[src/rtl/uart_rx_sampler.sv]
// uart_rx_sampler
//   8N1 UART receiver clocked entirely on sysclk. Rising edges of the 16x
//   oversample clock become one-cycle sample ticks. Each bit is decided by a
//   3-sample majority vote around mid-bit. Completed bytes go to a 1-entry
//   valid/ready output buffer.
// Ports
//   sysclk      in   system clock, all logic on posedge
//   reset       in   asynchronous active-high reset
//   sysclk_sam  in   oversample clock (OVERSAMPLE ticks per bit), sysclk-derived
//   uart_rx     in   serial line, idle high, asynchronous
//   rx_data     out  received byte, valid while rx_valid=1
//   rx_valid    out  buffer holds an unread byte
//   rx_ready    in   consumer accepts; transfer on rx_valid & rx_ready
//   frame_err   out  one-cycle pulse when the stop bit votes low
//   overrun     out  sticky: a completed byte was dropped on a full buffer
module uart_rx_sampler #(
  parameter int unsigned DATA_BITS   = 8,
  parameter int unsigned OVERSAMPLE  = 16,
  parameter int unsigned SYNC_STAGES = 2
) (
  input  logic                 sysclk,
  input  logic                 reset,
  input  logic                 sysclk_sam,
  input  logic                 uart_rx,
  output logic [DATA_BITS-1:0] rx_data,
  output logic                 rx_valid,
  input  logic                 rx_ready,
  output logic                 frame_err,
  output logic                 overrun
);

  localparam int unsigned CNT_W  = $clog2(OVERSAMPLE);
  localparam int unsigned BIT_W  = (DATA_BITS > 1) ? $clog2(DATA_BITS) : 1;
  localparam int unsigned SAMP_A = OVERSAMPLE / 2 - 1;
  localparam int unsigned SAMP_B = OVERSAMPLE / 2;
  localparam int unsigned SAMP_C = OVERSAMPLE / 2 + 1;
  localparam int unsigned LAST   = OVERSAMPLE - 1;

  typedef enum logic [2:0] {
    S_IDLE,
    S_START,
    S_DATA,
    S_STOP,
    S_BREAK
  } state_t;

  state_t                 r_state, w_state_n;
  logic                   r_sam_prev;
  logic [SYNC_STAGES-1:0] r_sync;
  logic [CNT_W-1:0]       r_cnt, w_cnt_n;
  logic [BIT_W-1:0]       r_bitn, w_bitn_n;
  logic [DATA_BITS-1:0]   r_shift, w_shift_n;
  logic [1:0]             r_samp, w_samp_n;
  logic [DATA_BITS-1:0]   r_rx_data;
  logic                   r_rx_valid;
  logic                   r_frame_err;
  logic                   r_overrun;

  logic w_tick;
  logic w_rx_s;
  logic w_vote;
  logic w_commit;
  logic w_ferr;
  logic w_xfer;
  logic w_drop;

  assign w_tick = sysclk_sam & ~r_sam_prev;
  assign w_rx_s = r_sync[SYNC_STAGES-1];
  // Majority of the two stored mid-bit samples and the current one.
  assign w_vote = (r_samp[0] & r_samp[1]) | (r_samp[0] & w_rx_s) | (r_samp[1] & w_rx_s);

  // Edge detector and line synchronizer.
  always_ff @(posedge sysclk or posedge reset) begin
    if (reset) begin
      r_sam_prev <= 1'b0;
      r_sync     <= '1;
    end else begin
      r_sam_prev <= sysclk_sam;
      r_sync     <= {r_sync[SYNC_STAGES-2:0], uart_rx};
    end
  end

  // Receive FSM state register.
  always_ff @(posedge sysclk or posedge reset) begin
    if (reset) begin
      r_state <= S_IDLE;
      r_cnt   <= '0;
      r_bitn  <= '0;
      r_shift <= '0;
      r_samp  <= '0;
    end else begin
      r_state <= w_state_n;
      r_cnt   <= w_cnt_n;
      r_bitn  <= w_bitn_n;
      r_shift <= w_shift_n;
      r_samp  <= w_samp_n;
    end
  end

  // Receive FSM next state; everything advances on sample ticks only.
  always_comb begin
    w_state_n = r_state;
    w_cnt_n   = r_cnt;
    w_bitn_n  = r_bitn;
    w_shift_n = r_shift;
    w_samp_n  = r_samp;
    w_commit  = 1'b0;
    w_ferr    = 1'b0;
    if (w_tick) begin
      w_cnt_n = (r_cnt == CNT_W'(LAST)) ? '0 : r_cnt + CNT_W'(1);
      if (r_cnt == CNT_W'(SAMP_A)) w_samp_n[0] = w_rx_s;
      if (r_cnt == CNT_W'(SAMP_B)) w_samp_n[1] = w_rx_s;
      case (r_state)
        S_IDLE: begin
          w_cnt_n = '0;
          if (!w_rx_s) w_state_n = S_START;
        end
        S_START: begin
          if (r_cnt == CNT_W'(SAMP_C) && w_vote) begin
            // Start bit did not hold through mid-bit: treat as a glitch.
            w_state_n = S_IDLE;
            w_cnt_n   = '0;
          end else if (r_cnt == CNT_W'(LAST)) begin
            w_state_n = S_DATA;
            w_bitn_n  = '0;
          end
        end
        S_DATA: begin
          if (r_cnt == CNT_W'(SAMP_C)) w_shift_n = {w_vote, r_shift[DATA_BITS-1:1]};
          if (r_cnt == CNT_W'(LAST)) begin
            if (r_bitn == BIT_W'(DATA_BITS - 1)) w_state_n = S_STOP;
            else                                 w_bitn_n  = r_bitn + BIT_W'(1);
          end
        end
        S_STOP: begin
          // Leave at mid stop bit so a back-to-back start edge is not missed.
          if (r_cnt == CNT_W'(SAMP_C)) begin
            w_cnt_n = '0;
            if (w_vote) begin
              w_commit  = 1'b1;
              w_state_n = S_IDLE;
            end else begin
              w_ferr    = 1'b1;
              w_state_n = S_BREAK;
            end
          end
        end
        S_BREAK: begin
          w_cnt_n = '0;
          if (w_rx_s) w_state_n = S_IDLE;
        end
        default: begin
          w_state_n = S_IDLE;
          w_cnt_n   = '0;
        end
      endcase
    end
  end

  assign w_xfer = r_rx_valid & rx_ready;
  assign w_drop = w_commit & r_rx_valid & ~rx_ready;

  // Output buffer, handshake and status flags.
  always_ff @(posedge sysclk or posedge reset) begin
    if (reset) begin
      r_rx_data   <= '0;
      r_rx_valid  <= 1'b0;
      r_frame_err <= 1'b0;
      r_overrun   <= 1'b0;
    end else begin
      r_frame_err <= w_ferr;
      if (w_commit && !w_drop) begin
        r_rx_data  <= r_shift;
        r_rx_valid <= 1'b1;
      end else if (w_xfer) begin
        r_rx_valid <= 1'b0;
      end
      if (w_drop)      r_overrun <= 1'b1;
      else if (w_xfer) r_overrun <= 1'b0;
    end
  end

  assign rx_data   = r_rx_data;
  assign rx_valid  = r_rx_valid;
  assign frame_err = r_frame_err;
  assign overrun   = r_overrun;

endmodule
[config.mk]
export PLATFORM = sky130hd
export DESIGN_NAME = uart_rx_sampler
export DESIGN_NICKNAME = d
export VERILOG_FILES = /design/src/rtl/uart_rx_sampler.sv
export SDC_FILE = /design/constraint.sdc
export NUM_CORES = 1
export LEC_CHECK = 0
export CAP_MARGIN = 20
export CORE_MARGIN = 3
export CORE_UTILIZATION = 40
export DETAILED_ROUTE_END_ITERATION = 10
export PLACE_DENSITY = 0.66
export SLEW_MARGIN = 20
export SYNTH_ARGS = -nofsm -noshare
export SYNTH_HDL_FRONTEND = slang
export SYNTH_SLANG_ARGS = --single-unit
[constraint.sdc]
create_clock -name sysclk -period 4.6 [get_ports sysclk]
set_input_delay 0.92 -clock sysclk [delete_from_list [all_inputs] [get_ports sysclk]]
set_output_delay 0.92 -clock sysclk [all_outputs]
set_load 0.05 [all_outputs]
==> metrics.yaml, run 1 <==
run_status:
  outcome: "finished clean"
global_route:
  track_usage_pct: 12.9
  grt_pass1_vias: 1070
  globalRouteOverflowTotal: 0
  antenna_found_initial: 0
  grt_first_pass_wirelength_um: 4990
  grt_max_degree: 25
cts:
  clock-root-buffer: "clkbuf_8"
  numCtsBuffers: 5
  clk_latency_ps: 280
  cts_sinks: 34
  hold_buffers: 0
  clk_path_buf_depth: 2
  clk_pin_slew_ps: 70
  cts-resized-gates: 0
  cts_tree: "yes"
  postCtsSetupRepairBufs: 0
  cts_htree_levels: 2
final_layout:
  fin_util_pct: 50.5
  layout-drive-gt1-share_pct: 26.5
  fin_cells: 199
  fin_nets: 160
  nFillCells: 337
  n_antenna_cell: 0
  areaGrowthSynthToFinish_pct: 18.3
synth:
  synth.avg_cell_area_um2: 12.2
  synth-seq-area-share_pct: 53.0
  yosysMostFrequentCell: "dfrtp_1"
  yosys_warnings: 0
  ys_top_cells_by_count: "dfrtp_1, mux2_2, inv_1, nand2_1"
  async_reset_ff_share_pct: 100
  synth_edf_count: 0
  syn_inst: 132
  synth_nets: 142
  ys_ff_latch: 34
  yosys-top-cells-area: "dfrtp_1, mux2_2, ha_1"
  yosysTopAreaCell: "dfrtp_1"
  ys.flop_type: "dfrtp_1"
  synth.distinct_cells: 39
  synth_top_area_share_pct: 49.7
  netlist_area_um2: 1610
setup_path:
  critPathBufInv: 1
  crit_arrival_ps: 1580
  cp_max_fo: 5
  crit_required_ps: 3680
  critPathTopFamily: "buffers and inverters"
  start_kind: "flip-flop"
  crit_type: "flip-flop to primary output"
  max_stage_delay_ps: 840
  crit_chain: "clkdlybuf4s50_1"
  critPathSlowestCell: "clkdlybuf4s50_1"
  end_kind: "primary output"
floorplanning:
  die_area_um2: 4820
  num_rows: 22
  die_w_um: 69.5
  die_h_um: 69.5
  floorplan.initialDensity_pct: 42.7
  core_um2: 3770
  io_pins: 16
flow_run:
  maxCapViolCount: 0
place:
  post-place-cells: 191
  dp_hpwl_um: 2020
  place_congestion: 0.755
  io_buffers: 15
sta:
  fin_tns_setup_ps: 0
  skew_ps: 7.02
  slew_headroom_pct: 40.7
  finalSetupViolCount: 0
  hold_violations: 0
  tightest_slew_ps: 888
  post-route-min-period_ps: 2500
  slew_viol_final: 0
  fmax_mhz: 400
  fin_crit_sh_pct: 54.3
  rsz0062_at_grt: "false"
route:
  antenna_left: 0
  drc: 0
  dr_wl_met3_um: 95
  routed_wl_um: 2830
  first_pass_iters: 4
  drt-met1-wl_um: 1320
  wl_per_cell_um: 14.2
  initialDrtViolationCount: 56
  dr.max_layer_used: "met4"
  vias_per_cell: 5.23
  vias: 1041
  route.met2.wl_um: 1360
min_path:
  worstHoldPathType: "flip-flop to flip-flop"
power:
  finalPower_w: 0.000857
  power.leakage_nw: 0.883
  max-vdd-ir-drop_v: 0.000298
  powerDensity_nw_per_um2: 449
sequential cells by signal (all words and copies together), names as in the netlist:
name / flops
r_cnt: 4
frame_err: 1
r_samp: 2
overrun: 1
r_sam_prev: 1
r_sync: 2
r_state: 3
r_shift: 8
rx_valid: 1
rx_data: 8
r_bitn: 3
kinds of logic after synthesis:
group                    after synthesis  share of synthesized area [%]
adder cells (fa/ha/maj)                6                           4.51
flip-flops                            34                           53.0
multiplexers                          22                           15.2
AND/OR/NAND/NOR                       33                           12.5
buffers and inverters                 14                           4.51
AO/OA/AOI/OAI                         23                           10.3
power breakdown:
| part | internal [W] | switching, W | total (W) |
|---|---|---|---|
| combinational | 0.0000865 | 0.000108 | 0.000195 |
| clock | 0.000176 | 0.0000982 | 0.000275 |
| sequential | 0.000340 | 0.0000469 | 0.000387 |
| total | 0.000603 | 0.000253 | 0.000857 |
cells in the final DEF, fill, tap and decap left out, types with 2 or more instances in the layout:
master / count
mux2_2: 19
nor2_1: 4
and3_2: 2
o22ai_1: 3
mux2i_1: 3
dfstp_2: 2
ha_1: 5
a31oi_1: 3
nand2b_1: 4
o21ai_0: 5
clkbuf_8: 6
a21oi_1: 2
nand3_1: 4
nor3_1: 3
dfrtp_1: 32
inv_1: 9
o31ai_1: 2
nand2_1: 7
clkdlybuf4s50_1: 15
routing by layer:
layer	track usage [%]	vias to the layer above
li1	-	506
met1	16.5	510
met2	20.2	18
met3	3.62	7
met4	5.86	0
met5	0	-
area by class of cell:
type | instances | area, um2 | share of cell area, %
Inverter | 9 | 33.8 | 1.77
Clock buffer | 7 | 86.3 | 4.53
Clock inverter | 1 | 30.0 | 1.58
Multi-Input combinational cell | 84 | 684 | 35.9
Sequential cell | 34 | 853 | 44.8
Tap cell | 48 | 60.1 | 3.15
Timing Repair Buffer | 16 | 158 | 8.27
worst paths after layout:
kind	start	to	slack (ps)	cells after the start
max in group asynchronous	reset	r_sync[0]	2720	3
hold / removal	r_sync[0]	r_sync[1]	360	0
min in group asynchronous	reset	rx_data[1]	1130	2
setup / recovery	rx_valid	rx_valid	2100	1
setup reg to reg	r_cnt[1]	rx_data[5]	2630	6
hold reg to reg	r_sync[0]	r_sync[1]	360	0
per-stage QoR:
step	hold WS (ps)	cell area [um2]	setup WS, ps
finish	356	1910	2100
global route	360	1910	2060
CTS	357	1910	2090
detailed placement	347	1790	1950
global placement	347	1790	1990
floorplan	345	1610	2610
Power figures use the tool's default switching activity.
==> inputs of run 2 (changes only) <==
--- a/config.mk
+++ b/config.mk
@@ -9,7 +9,7 @@
 export CORE_MARGIN = 3
 export CORE_UTILIZATION = 40
 export DETAILED_ROUTE_END_ITERATION = 10
-export PLACE_DENSITY = 0.66
+export PLACE_DENSITY = 0.69
 export SLEW_MARGIN = 20
 export SYNTH_ARGS = -nofsm -noshare
 export SYNTH_HDL_FRONTEND = slang
==> constraint.sdc (replaced) <==
create_clock -name sysclk -period 2.2 [get_ports sysclk]
set_input_delay 0.44 -clock sysclk [delete_from_list [all_inputs] [get_ports sysclk]]
set_output_delay 0.44 -clock sysclk [all_outputs]
set_load 0.05 [all_outputs]
==> metrics.yaml, run 2 (synthesized netlist as in run 1, its figures left out) <==
place:
  dp_hpwl_um: 2020
  place_congestion: 0.811
  io_buffers: 15
setup_path:
  max_stage_delay_ps: 850
  critPathSlowestCell: "clkdlybuf4s50_1"
  critPathBufInv: 1
  crit_chain: "clkdlybuf4s50_1"
  crit_type: "flip-flop to primary output"
  cp_max_fo: 5
  start_kind: "flip-flop"
  end_kind: "primary output"
  crit_required_ps: 1760
  crit_arrival_ps: 1580
  critPathTopFamily: "buffers and inverters"
sta:
  fin_tns_setup_ps: 0
  hold_violations: 0
  slew_viol_final: 0
  slew_headroom_pct: 66.9
  fin_crit_sh_pct: 92.0
  tightest_slew_ps: 496
  hold_slack_ps: 357
  fmax_mhz: 494
  skew_ps: 1.97
  finalSetupViolCount: 0
  post-route-min-period_ps: 2020
  rsz0062_at_grt: "false"
flow_run:
  maxCapViolCount: 0
final_layout:
  layout-drive-gt1-share_pct: 28.6
  fin_nets: 163
  areaGrowthSynthToFinish_pct: 18.4
  nFillCells: 323
  final_common_cell: "dfrtp_1"
  final_cell_mix: "dfrtp_1, mux2_2, clkdlybuf4s50_1, inv_1, nand2_1"
  n_antenna_cell: 0
cts:
  clk_pin_slew_ps: 70
  clk_path_buf_depth: 2
  postCtsSetupRepairBufs: 0
  clock-root-buffer: "clkbuf_8"
  cts_tree: "yes"
  cts_htree_levels: 2
  cts-resized-gates: 0
  clk_latency_ps: 290
  hold_buffers: 0
  cts_sinks: 34
  numCtsBuffers: 5
power:
  power.share.switching_pct: 32.6
  p_seq_share_pct: 47.3
  pwr-share-clk_pct: 28.0
  power.leakage_nw: 0.887
  comb_power_share_pct: 24.8
  max-vdd-ir-drop_v: 0.000481
  powerDensity_nw_per_um2: 898
  power_switching_w: 0.000558
  p_int_w: 0.00115
floorplanning:
  die_area_um2: 4820
  num_rows: 22
  core_um2: 3770
  io_pins: 16
  die_h_um: 69.5
  die_w_um: 69.5
  floorplan.initialDensity_pct: 42.7
route:
  drc: 0
  wl_per_cell_um: 14.0
  first_pass_iters: 4
  routed_wl_um: 2840
  vias_per_cell: 5.19
  vias: 1049
  antenna_left: 0
  initialDrtViolationCount: 77
global_route:
  grt_first_pass_wirelength_um: 4780
  grt_pass1_vias: 1006
  antenna_found_initial: 0
  globalRouteOverflowTotal: 0
  grt_max_degree: 35
  track_usage_pct: 12.3
run_status:
  outcome: "finished clean"
min_path:
  worstHoldPathType: "flip-flop to flip-flop"
## run 2: cell types whose count changed in the layout (fill, tap and decap cells not counted), sizes merged
| cell | previous run | this run |
|---|---|---|
| buf | 1 | 4 |
| clkinvlp | 0 | 1 |
| clkinv | 0 | 1 |
| clkbuf | 7 | 6 |
| bufinv | 1 | 0 |
## run 2: cell type report
| type | instances | area (um2) | share of cell area [%] |
|---|---|---|---|
| Sequential cell | 34 | 853 | 44.8 |
| Tap cell | 48 | 60.1 | 3.15 |
| Inverter | 9 | 33.8 | 1.77 |
| Multi-Input combinational cell | 84 | 684 | 35.9 |
| Clock inverter | 2 | 12.5 | 0.656 |
| Timing Repair Buffer | 19 | 180 | 9.45 |
| Clock buffer | 6 | 82.6 | 4.33 |
## run 2: path summary, 6_finish.rpt
| kind | startpoint | end | slack, ps | depth (start not counted) |
|---|---|---|---|---|
| worst max register to register | r_cnt[1] | rx_data[0] | 240 | 6 |
| max in group asynchronous | reset | r_sync[1] | 1320 | 3 |
| min in group asynchronous | reset | rx_data[1] | 540 | 3 |
| worst min-delay path | r_sync[0] | r_sync[1] | 360 | 0 |
| worst max-delay path | rx_valid | rx_valid | 180 | 1 |
| worst min register to register | r_sync[0] | r_sync[1] | 360 | 0 |
## run 2: stage by stage
stage               power [W]  instances  setup WS (ps)  cell area (um2)  utilization, %
finish                0.00171        202            175             1910            50.6
global route          0.00182        202            109             1910            50.6
CTS                   0.00173        202            149             1910            50.6
detailed placement    0.00125        194            141             1810            48.0
global placement      0.00122        194            194             1810            48.0
floorplan             0.00114        132            461             1610               -
## run 2: worst register-to-register path, stage by stage, from the launching register on
cell	delay, ps
dfrtp_1	410
inv_1	110
ha_1	140
and3b_1	360
nand4_4	150
a21oi_4	290
mux2_2	370
## run 2: per-layer routing
layer  vias to the layer above  GRT usage, %  share of wire (%)
met4                         0          3.25               0.88
met5                         -             0                  0
met2                        23          19.5                 47
li1                        513             -                  -
met1                       510          15.9                 47
met3                         3          4.64                4.5
## run 2: power by group through the flow
stage / clock [W] / sequential (W) / combinational [W]
3_3_place_gp: 0 / 0.000809 / 0.000408
3_5_place_dp: 0 / 0.000819 / 0.000427
6_report: 0.000479 / 0.000809 / 0.000424
2_1_floorplan: 0 / 0.000779 / 0.000356
5_1_grt: 0.000518 / 0.000824 / 0.000476
4_1_cts: 0.000496 / 0.000806 / 0.000428
